`config.mk`:
```
export PLATFORM = sky130hd
export DESIGN_NAME = par_cnt_scaled_add
export DESIGN_NICKNAME = d
export VERILOG_FILES = /design/src/rtl/par_cnt_scaled_add_pkg.sv /design/src/rtl/par_cnt_scaled_add_popcnt_tree.sv /design/src/rtl/par_cnt_scaled_add.sv
export SDC_FILE = /design/constraint.sdc
export NUM_CORES = 1
export LEC_CHECK = 0
export CAP_MARGIN = 40
export CORE_MARGIN = 4
export CORE_UTILIZATION = 45
export CTS_BUF_LIST = sky130_fd_sc_hd__clkbuf_16
export CTS_CLUSTER_DIAMETER = 150
export DETAILED_ROUTE_END_ITERATION = 8
export GPL_ROUTABILITY_DRIVEN = 0
export PLACE_DENSITY = 0.77
export SLEW_MARGIN = 20
export SYNTH_ARGS = -nofsm -noshare
export SYNTH_HDL_FRONTEND = slang
export SYNTH_SLANG_ARGS = --single-unit
```
`constraint.sdc`:
```
create_clock -name clk -period 2.4 [get_ports clk]
set_input_delay 0.24 -clock clk [delete_from_list [all_inputs] [get_ports clk]]
set_output_delay 0.24 -clock clk [all_outputs]
set_load 0.03 [all_outputs]
```
`src/rtl/par_cnt_scaled_add_pkg.sv`:
```
// Shared helpers for the unary scaled-adder datapath: width functions and an
// elaboration-time parameter guard used by every block in the slice.
`ifndef USADD_PKG_SV
`define USADD_PKG_SV

// Expands to a named generate block that stops elaboration when cond is false.
`define USADD_PCHECK(lbl, cond, msg) \
  if (!(cond)) begin : lbl \
    $error(msg); \
  end

package usadd_pkg;

  function automatic int clog2(input int value);
    int result;
    result = 0;
    while ((1 << result) < value) result++;
    return result;
  endfunction

  // Bits needed to hold a popcount of num_in inputs (0..num_in).
  function automatic int cnt_w(input int num_in);
    return clog2(num_in + 1);
  endfunction

  // Bits needed for acc + cnt, whose maximum is scale - 1 + num_in.
  function automatic int acc_w(input int scale, input int num_in);
    return clog2(scale + num_in);
  endfunction

endpackage

`endif

```
`src/rtl/par_cnt_scaled_add_popcnt_tree.sv`:
```
// Generalised 7:3 counter: a 3:2 full-adder tree reduces NUM_IN bits to carry-save
// form, an optional register splits the tree, and one adder resolves the count.
module popcnt_tree
  import usadd_pkg::*;
#(
  parameter  int NUM_IN    = 7,
  parameter  int PIPE_TREE = 0,
  localparam int CNT_W     = cnt_w(NUM_IN)
) (
  input  logic              clk,
  input  logic              rst,
  input  logic              clr,
  input  logic              i_vld,
  input  logic [NUM_IN-1:0] i_bits,
  output logic              o_vld,
  output logic [CNT_W-1:0]  o_cnt
);

  localparam int COL_H = NUM_IN + 1;

  // Column-wise full-adder reduction until every weight holds at most two bits.
  // Carries out of the top column are dropped: the count always fits in CNT_W.
  function automatic void csa_reduce(input  logic [NUM_IN-1:0] bits,
                                     output logic [CNT_W-1:0]  row0,
                                     output logic [CNT_W-1:0]  row1);
    logic m [CNT_W][COL_H];
    int   h [CNT_W];
    logic a, b, c;
    for (int w = 0; w < CNT_W; w++) begin
      h[w] = 0;
      for (int k = 0; k < COL_H; k++) m[w][k] = 1'b0;
    end
    for (int k = 0; k < NUM_IN; k++) m[0][k] = bits[k];
    h[0] = NUM_IN;
    for (int w = 0; w < CNT_W; w++) begin
      for (int f = 0; f < NUM_IN; f++) begin
        if (h[w] > 2) begin
          a = m[w][h[w]-1];
          b = m[w][h[w]-2];
          c = m[w][h[w]-3];
          h[w] = h[w] - 2;
          m[w][h[w]-1] = a ^ b ^ c;
          if (w + 1 < CNT_W) begin
            m[w+1][h[w+1]] = (a & b) | (c & (a ^ b));
            h[w+1] = h[w+1] + 1;
          end
        end
      end
      row0[w] = (h[w] > 0) ? m[w][0] : 1'b0;
      row1[w] = (h[w] > 1) ? m[w][1] : 1'b0;
    end
  endfunction

  logic [CNT_W-1:0] w_row0, w_row1;
  logic [CNT_W-1:0] w_fin0, w_fin1;
  logic             w_vld;

  // NOTE: every variable assigned in always_comb is written on all paths, so no latch is inferred.
  always_comb begin
    w_row0 = '0;
    w_row1 = '0;
    csa_reduce(i_bits, w_row0, w_row1);
  end

  if (PIPE_TREE != 0) begin : g_pipe
    logic [CNT_W-1:0] r_row0, r_row1;
    logic             r_vld;

    // NOTE: sequential state uses non-blocking assignments so every register samples pre-edge values.
    always_ff @(posedge clk or posedge rst) begin
      if (rst) begin
        r_row0 <= '0;
        r_row1 <= '0;
        r_vld  <= 1'b0;
      end else if (clr) begin
        r_vld  <= 1'b0;
      end else begin
        r_vld <= i_vld;
        if (i_vld) begin
          r_row0 <= w_row0;
          r_row1 <= w_row1;
        end
      end
    end

    assign w_fin0 = r_row0;
    assign w_fin1 = r_row1;
    assign w_vld  = r_vld;
  end else begin : g_comb
    logic w_unused;
    assign w_unused = &{1'b0, clk, rst, clr};
    assign w_fin0   = w_row0;
    assign w_fin1   = w_row1;
    assign w_vld    = i_vld;
  end

  assign o_cnt = w_fin0 + w_fin1;
  assign o_vld = w_vld;

endmodule

```
`src/rtl/par_cnt_scaled_add.sv`:
```
// N-input parallel counter feeding a modulo-SCALE accumulator; one output bit per
// valid count, set on every wrap, so out rate = sum of input rates / SCALE.
module par_cnt_scaled_add
  import usadd_pkg::*;
#(
  parameter  int NUM_IN    = 7,
  parameter  int SCALE     = 7,
  parameter  int ACC_INIT  = 0,
  parameter  int PIPE_TREE = 0,
  localparam int CNT_W     = cnt_w(NUM_IN),
  localparam int ACC_W     = acc_w(SCALE, NUM_IN)
) (
  input  logic              clk,
  input  logic              rst,
  input  logic              clr,
  input  logic              en,
  input  logic [NUM_IN-1:0] in,
  output logic [CNT_W-1:0]  cnt_out,
  output logic              cnt_vld,
  output logic              out,
  output logic              out_vld,
  output logic [ACC_W-1:0]  acc
);

  `USADD_PCHECK(g_chk_num_in,   NUM_IN >= 2,                "par_cnt_scaled_add: NUM_IN must be >= 2")
  `USADD_PCHECK(g_chk_scale_lo, SCALE >= NUM_IN,            "par_cnt_scaled_add: SCALE must be >= NUM_IN")
  `USADD_PCHECK(g_chk_scale_hi, SCALE < 65536,              "par_cnt_scaled_add: SCALE must be < 2**16")
  `USADD_PCHECK(g_chk_init,     ACC_INIT >= 0 && ACC_INIT < SCALE, "par_cnt_scaled_add: ACC_INIT must be < SCALE")

  localparam logic [ACC_W-1:0] SCALE_V = ACC_W'(SCALE);
  localparam logic [ACC_W-1:0] INIT_V  = ACC_W'(ACC_INIT);

  logic             w_tree_vld;
  logic [CNT_W-1:0] w_tree_cnt;
  logic [CNT_W-1:0] r_cnt;
  logic             r_cnt_vld;
  logic [ACC_W-1:0] r_acc;
  logic             r_out, r_out_vld;
  logic [ACC_W-1:0] w_sum, w_acc_next;
  logic             w_wrap;

  // clr beats en, so a sample presented with clr never enters the tree.
  popcnt_tree #(
    .NUM_IN    (NUM_IN),
    .PIPE_TREE (PIPE_TREE)
  ) u_tree (
    .clk    (clk),
    .rst    (rst),
    .clr    (clr),
    .i_vld  (en & ~clr),
    .i_bits (in),
    .o_vld  (w_tree_vld),
    .o_cnt  (w_tree_cnt)
  );

  always_ff @(posedge clk or posedge rst) begin
    if (rst) begin
      r_cnt     <= '0;
      r_cnt_vld <= 1'b0;
    end else if (clr) begin
      r_cnt_vld <= 1'b0;
    end else begin
      r_cnt_vld <= w_tree_vld;
      if (w_tree_vld) r_cnt <= w_tree_cnt;
    end
  end

  // acc < SCALE and cnt <= SCALE keep the sum below 2*SCALE: one subtraction wraps it.
  always_comb begin
    w_sum      = r_acc + ACC_W'(r_cnt);
    w_wrap     = (w_sum >= SCALE_V);
    w_acc_next = w_wrap ? (w_sum - SCALE_V) : w_sum;
  end

  always_ff @(posedge clk or posedge rst) begin
    if (rst) begin
      r_acc     <= INIT_V;
      r_out     <= 1'b0;
      r_out_vld <= 1'b0;
    end else if (clr) begin
      r_acc     <= INIT_V;
      r_out     <= 1'b0;
      r_out_vld <= 1'b0;
    end else if (r_cnt_vld) begin
      r_acc     <= w_acc_next;
      r_out     <= w_wrap;
      r_out_vld <= 1'b1;
    end else begin
      r_out     <= 1'b0;
      r_out_vld <= 1'b0;
    end
  end

  assign cnt_out = r_cnt;
  assign cnt_vld = r_cnt_vld;
  assign out     = r_out;
  assign out_vld = r_out_vld;
  assign acc     = r_acc;

endmodule
```
## After elaboration in Yosys (flattened, before gate mapping)

Cells that the tools add are included.

| word-level totals | value |
|---|---|
| register bits after elaboration | 10 |
| input bits | 11 |
| logic and storage cells | 40 |

| cells by class | value |
|---|---|
| add/sub/neg operators | 2 |
| order comparisons | 1 |
| muxes and demuxes | 8 |
| bitwise gates (word level) | 22 |
| reduce and logical (&&, ||, !) cells | 2 |

Operators by type and width:

| kind | count |
|---|---|
| 4-bit 2-to-1 mux | 3 |
| 1-bit bitwise AND | 9 |
| 1-bit XOR | 8 |
| 1-bit 2-to-1 mux | 5 |
| 4-bit by 3-bit adder with 4-bit output | 1 |
| 4-bit by 3-bit greater-or-equal comparator with 1-bit output (second input constant) | 1 |
| 1-bit OR | 4 |
| 4-bit by 3-bit subtractor with 4-bit output (second input constant) | 1 |
| 2-bit AND reduction | 1 |
| 2-bit nonzero test | 1 |
| 1-bit inverter | 1 |

## Depth between registers and ports, before layout

Gate-level depths: netlist (run 1).

| logic depth | value |
|---|---|
| depth after elaboration | 10 |
| depth in mapped cells | 7 |
| mapped depth without buffers | 7 |

## Modules after synthesis

A second synthesis (run 1) with hierarchy kept.

| second synthesis, totals | value |
|---|---|
| cell total of the unflattened synthesis | 72 |
| area total of the unflattened synthesis | 749.5 um^2 |

By module, submodules not included:

| module | times used | cells each | area each (um^2) | seq. area each (um^2) |
|---|---|---|---|---|
| par_cnt_scaled_add | 1 | 59 | 631.9 | 250.2 |
| popcnt_tree | 1 | 13 | 117.6 | 0.0 |

## Worst setup path after synthesis (run 1)

Ideal clock, no wire load.

| path | value |
|---|---|
| kind | input -> register |
| from | in in[4] |
| to | reg r_cnt[1], in the netlist cnt_out[1] |
| library setup time | 0.125 ns |
| arrival time | 2.331 ns |
| required time | 2.275 ns |
| setup slack | -0.055 ns |
| stages | 7 |
| cells stage by stage | fa_1 inv_1 fa_1 fa_1 inv_1 fa_1 mux2_2 |

| on the way | value |
|---|---|
| word-level cells in the longest chain between the ends | 8 |
| elaborated cells on any way between the ends | 14 |
| those cells by class | bitwise: 14 |

Ends and longest elaborated chain:

| what | line | RTL |
|---|---|---|
| start, declared | par_cnt_scaled_add.sv:17 | `input logic [NUM_IN-1:0] in,` |
| 1-bit XOR | par_cnt_scaled_add_popcnt_tree.sv:42 | `m[w][h[w]-1] = a ^ b ^ c;` |
| 1-bit XOR | par_cnt_scaled_add_popcnt_tree.sv:42, par_cnt_scaled_add_popcnt_tree.sv:44 |  |
| 1-bit XOR | par_cnt_scaled_add_popcnt_tree.sv:42 |  |
| 1-bit XOR | par_cnt_scaled_add_popcnt_tree.sv:44 | `m[w+1][h[w+1]] = (a & b) \| (c & (a ^ b));` |
| 1-bit bitwise AND | par_cnt_scaled_add_popcnt_tree.sv:44 |  |
| 1-bit OR | par_cnt_scaled_add_popcnt_tree.sv:44 |  |
| 1-bit XOR | par_cnt_scaled_add_popcnt_tree.sv:42 |  |
| 1-bit XOR * | par_cnt_scaled_add_popcnt_tree.sv:42 |  |
| via u_tree.o_cnt[1] | par_cnt_scaled_add_popcnt_tree.sv:16 | `output logic [CNT_W-1:0] o_cnt` |
| end signal, assigned | par_cnt_scaled_add.sv:64 | `if (w_tree_vld) r_cnt <= w_tree_cnt;` |
| end, declared | par_cnt_scaled_add.sv:35 | `logic [CNT_W-1:0] r_cnt;` |

Mark *: on every way through the listed nets, which the timed path passes. The rest lies on a longest branch.
A chain may end at the register's enable or synchronous reset.

## Worst setup path in the final report (run 1)

Ends and elaborated chain as after synthesis.

==> metrics.md, run 1 <==
| Metric | Value |
|---|---|
| Status | complete, no violations |
| NetSw | 0.393 mW |
| I/O Buffers | 20 |
| Final Hold Violating Endpoints | 0 |
| CTS tree | built |
| Tcrit/Tclk final | a little over nine tenths |
| Buf/Inv on CP | 3 |
| Vias per inst | 5.55 |
| P_int | 0.655 mW |
| Clk Tree Root Cell | clkbuf_16 |
| Seq pwr share | 23.7% |
| Tot Pwr | 1.05 mW |
| HP Class | input pin to asynchronous set/reset pin |
| Comb pwr share | roughly 48% |
| Routed via count | approximately 620 |
| Sequential fraction of the synthesis area | about a third |
| Wire per inst | ~13 um |
| Critical Path Fanout Max | 1 |
| Drt drc | 0 |
| Fmax | around 420 MHz |
| Die area | 0.00230 mm2 |
| Vias in the first global route | 606 |
| Final Instance Area | slightly above 0.001 mm2 |
| H-tree depth | 1 |
| Synth Area per Inst | 9.96 um2 |
| Worst Path Required | approximately 2500 ps |
| Synthesis warning total | 0 |
| Detailed-route wire length | 1480 um |
| Die W | 47.9 um |
| Post-synth ARST share | 100% |
| Most instantiated cells after synthesis | inv_1, dfrtp_1, nor2_1 |
| Antenna viol nets, final | 0 |
| Synthesized flop and latch total | 10 |
| Top cell by count, worst path | fa_1 |
| CTS buffer count | 3 |
| Rel. slew slack | 71.9% |
| Setup CP Type | input pin to register |
| First-pass GRT wire length | 2400 um |
| Critical-path top delay cell | fa_1 |
| TritonRoute pass-1 iters | 4 |
| Dpl hpwl | 1200 um |
| CP delay by family, top | adder cells |
| Area grow syn2layout | 41.2% |
| CTS sink count | 10 |
| Total track usage | ~15% |
| Final Net Count | 117 |
| Post-placement cell area | 940 um2 |
| Crit path time final | 2360 ps |
| Hold WS | around 280 ps |
| Crit path cell chain | clkdlybuf4s15_1 -> fa_1 -> inv_1 -> fa_1 -> fa_2 -> inv_2 -> fa_1 -> mux2_4 |
| Setup TNS | 0 ps |
| Synthesized area | 717 um2 |
| Max-cap violations | 0 |
| Post-synth EDFFs | 0 |
| Initial antenna violation count | 0 |
| Dominant cell type by area after synthesis | dfrtp_1 |
| Gr ovfl total | 0 |
| Maximum number of pins on one net before global-route repair | 11 |
| Crit-path max cell delay | 470 ps |
| Largest cells by area after synthesis | dfrtp_1, fa_1, ha_1, inv_1, mux2_2 |
| Prevailing post-synth register cell | dfrtp_1 |
| VDD IR max | 531 uV |
| Core area | 0.00151 mm2 |
| Starting density of the core | 47.6% |
| Critical path arrival | 2470 ps |
| Switch share | 37.5% |
| Postcts setup bufs | 0 |
| Fin util | 67.2% |
| # rows | 14 |
| Worst Tran Pin Value | between 400 and 500 ps |
| Synth top area share | 34.9% |
| # diodes | 0 |
| Clk_lat worst skew | 240 ps |
| Part of the power in the clock network | 28.2% |
| Die H | ~48 um |
| Worst Clk Skew | between 3 and 4 ps |
| Iteration-0 DRC Markers | 9 |
| Clk buf depth | 2 |
| Cell Pwr Density | 1030 mW/mm2 |
| Most frequent cell after synthesis | inv_1 |
| Share of layout cells above drive strength 1 | around an eighth |
| Clock slew at reported path FFs | about 40 ps |
| P_leak | 0.477 nW |
| Slew Limit Fails | 0 |
| # setup viols final | 0 |
| I/O Pins | 21 |
| Unrepaired setup endpoints after global routing | false |
| Setup crit end kind | register |
| Startpoint types | input pin |
| Netlist cell types | 27 |
| Syn nets | 92 |
| Cell count after synthesis | 72 |
==> stage by stage <==
step,setup slack [ps],instances
2_1_floorplan,-20.0,72
3_3_place_gp,-482,108
3_5_place_dp,-517,108
4_1_cts,4.62,112
5_1_grt,5.08,112
6_report,43.0,112
==> cells by family after synthesis <==
logic type | count (synthesis) | share of synthesized area (%)
AOI/OAI and AO/OA | 9 | 10.1
xor gates and xnor gates | 1 | 1.22
buffers and inverters | 13 | 6.81
adders and majority gates | 9 | 20.9
DFF | 10 | 34.9
and+or+nand+nor | 26 | 20.1
muxes | 4 | 5.93
==> power by group through the flow <==
stage | clock network, mW | logic [mW] | registers, mW
global placement | 0 | 0.487 | 0.250
CTS | 0.302 | 0.503 | 0.249
floorplan | 0 | 0.272 | 0.315
finish | 0.295 | 0.504 | 0.248
detailed placement | 0 | 0.492 | 0.250
global route | 0.312 | 0.555 | 0.255
==> registers in the layout, summed over array words and instances, names as in the netlist <==
| name | count |
|---|---|
| cnt_out | 3 |
| acc | 4 |
| cnt_vld | 1 |
| out | 1 |
| out_vld | 1 |
==> worst register-to-register path: cells and delay by family, from the launching register on <==
kind | cells | cell delay (ps)
and+or+nand+nor | 1 | 170
DFF | 1 | 390
adders and majority gates | 3 | 1030
buffers and inverters | 1 | 60
AOI/OAI and AO/OA | 2 | 540
==> worst paths after layout <==
| kind | startpoint | to | slack, ps | depth (start not counted) |
|---|---|---|---|---|
| min in group clk | cnt_out[2]$_DFFE_PP0P_ | cnt_out[2]$_DFFE_PP0P_ | 540 | 1 |
| max | in[4] | cnt_out[1]$_DFFE_PP0P_ | 40 | 8 |
| max in group asynchronous | rst | acc[3]$_DFFE_PP0P_ | 1860 | 2 |
| min reg2reg | cnt_out[2]$_DFFE_PP0P_ | cnt_out[2]$_DFFE_PP0P_ | 540 | 1 |
| min | rst | out_vld$_DFF_PP0_ | 280 | 2 |
| max reg2reg | cnt_out[0]$_DFFE_PP0P_ | acc[1]$_DFFE_PP0P_ | 100 | 7 |
==> routing by layer <==
metal	up-vias	part of all wire [%]	global-route usage (%)	wire, um
met5	-	0	0	0
met4	0	2.6	8.06	38
met3	5	6.4	4.51	95
met2	28	50	25.9	734
met1	297	41	17.5	607
li1	292	-	-	-
==> final cells by class <==
class	count	area, um2
Clock buffer	3	75.1
Timing Repair Buffer	20	190
Tap cell	16	20.0
Inverter	13	48.8
Clock inverter	1	3.75
Multi-Input combinational cell	49	424
Sequential cell	10	250
Fill cell	128	494
==> repair_timing <==
action / 4_1_cts / 5_1_grt
pin swaps: 4 / 2
gates resized for setup: 11 / 0
endpoints found under the setup margin: 2 / 1
hold buffers: 0 / 0
==> layout by cell type, fill, tap and decap left out, types with 2 or more instances in the layout <==
cell / netlist / layout
clkbuf_16: 0 / 3
nor3_1: 2 / 2
nor2_1: 6 / 6
clkdlybuf4s50_1: 0 / 17
nand3_1: 3 / 3
mux2i_1: 2 / 2
inv_1: 13 / 12
fa_1: 5 / 4
buf_2: 0 / 2
ha_1: 4 / 4
nor2b_1: 3 / 3
nand2_1: 5 / 5
dfrtp_1: 10 / 10
o21ai_0: 2 / 2
Power figures use the tool's default switching activity.
==> inputs of run 2 (changes only) <==
HOLD_SLACK_MARGIN = 0.15   (was default)
==> results of run 2 <==
No change in the layout: final DEF, timing and power equal those of run 1.
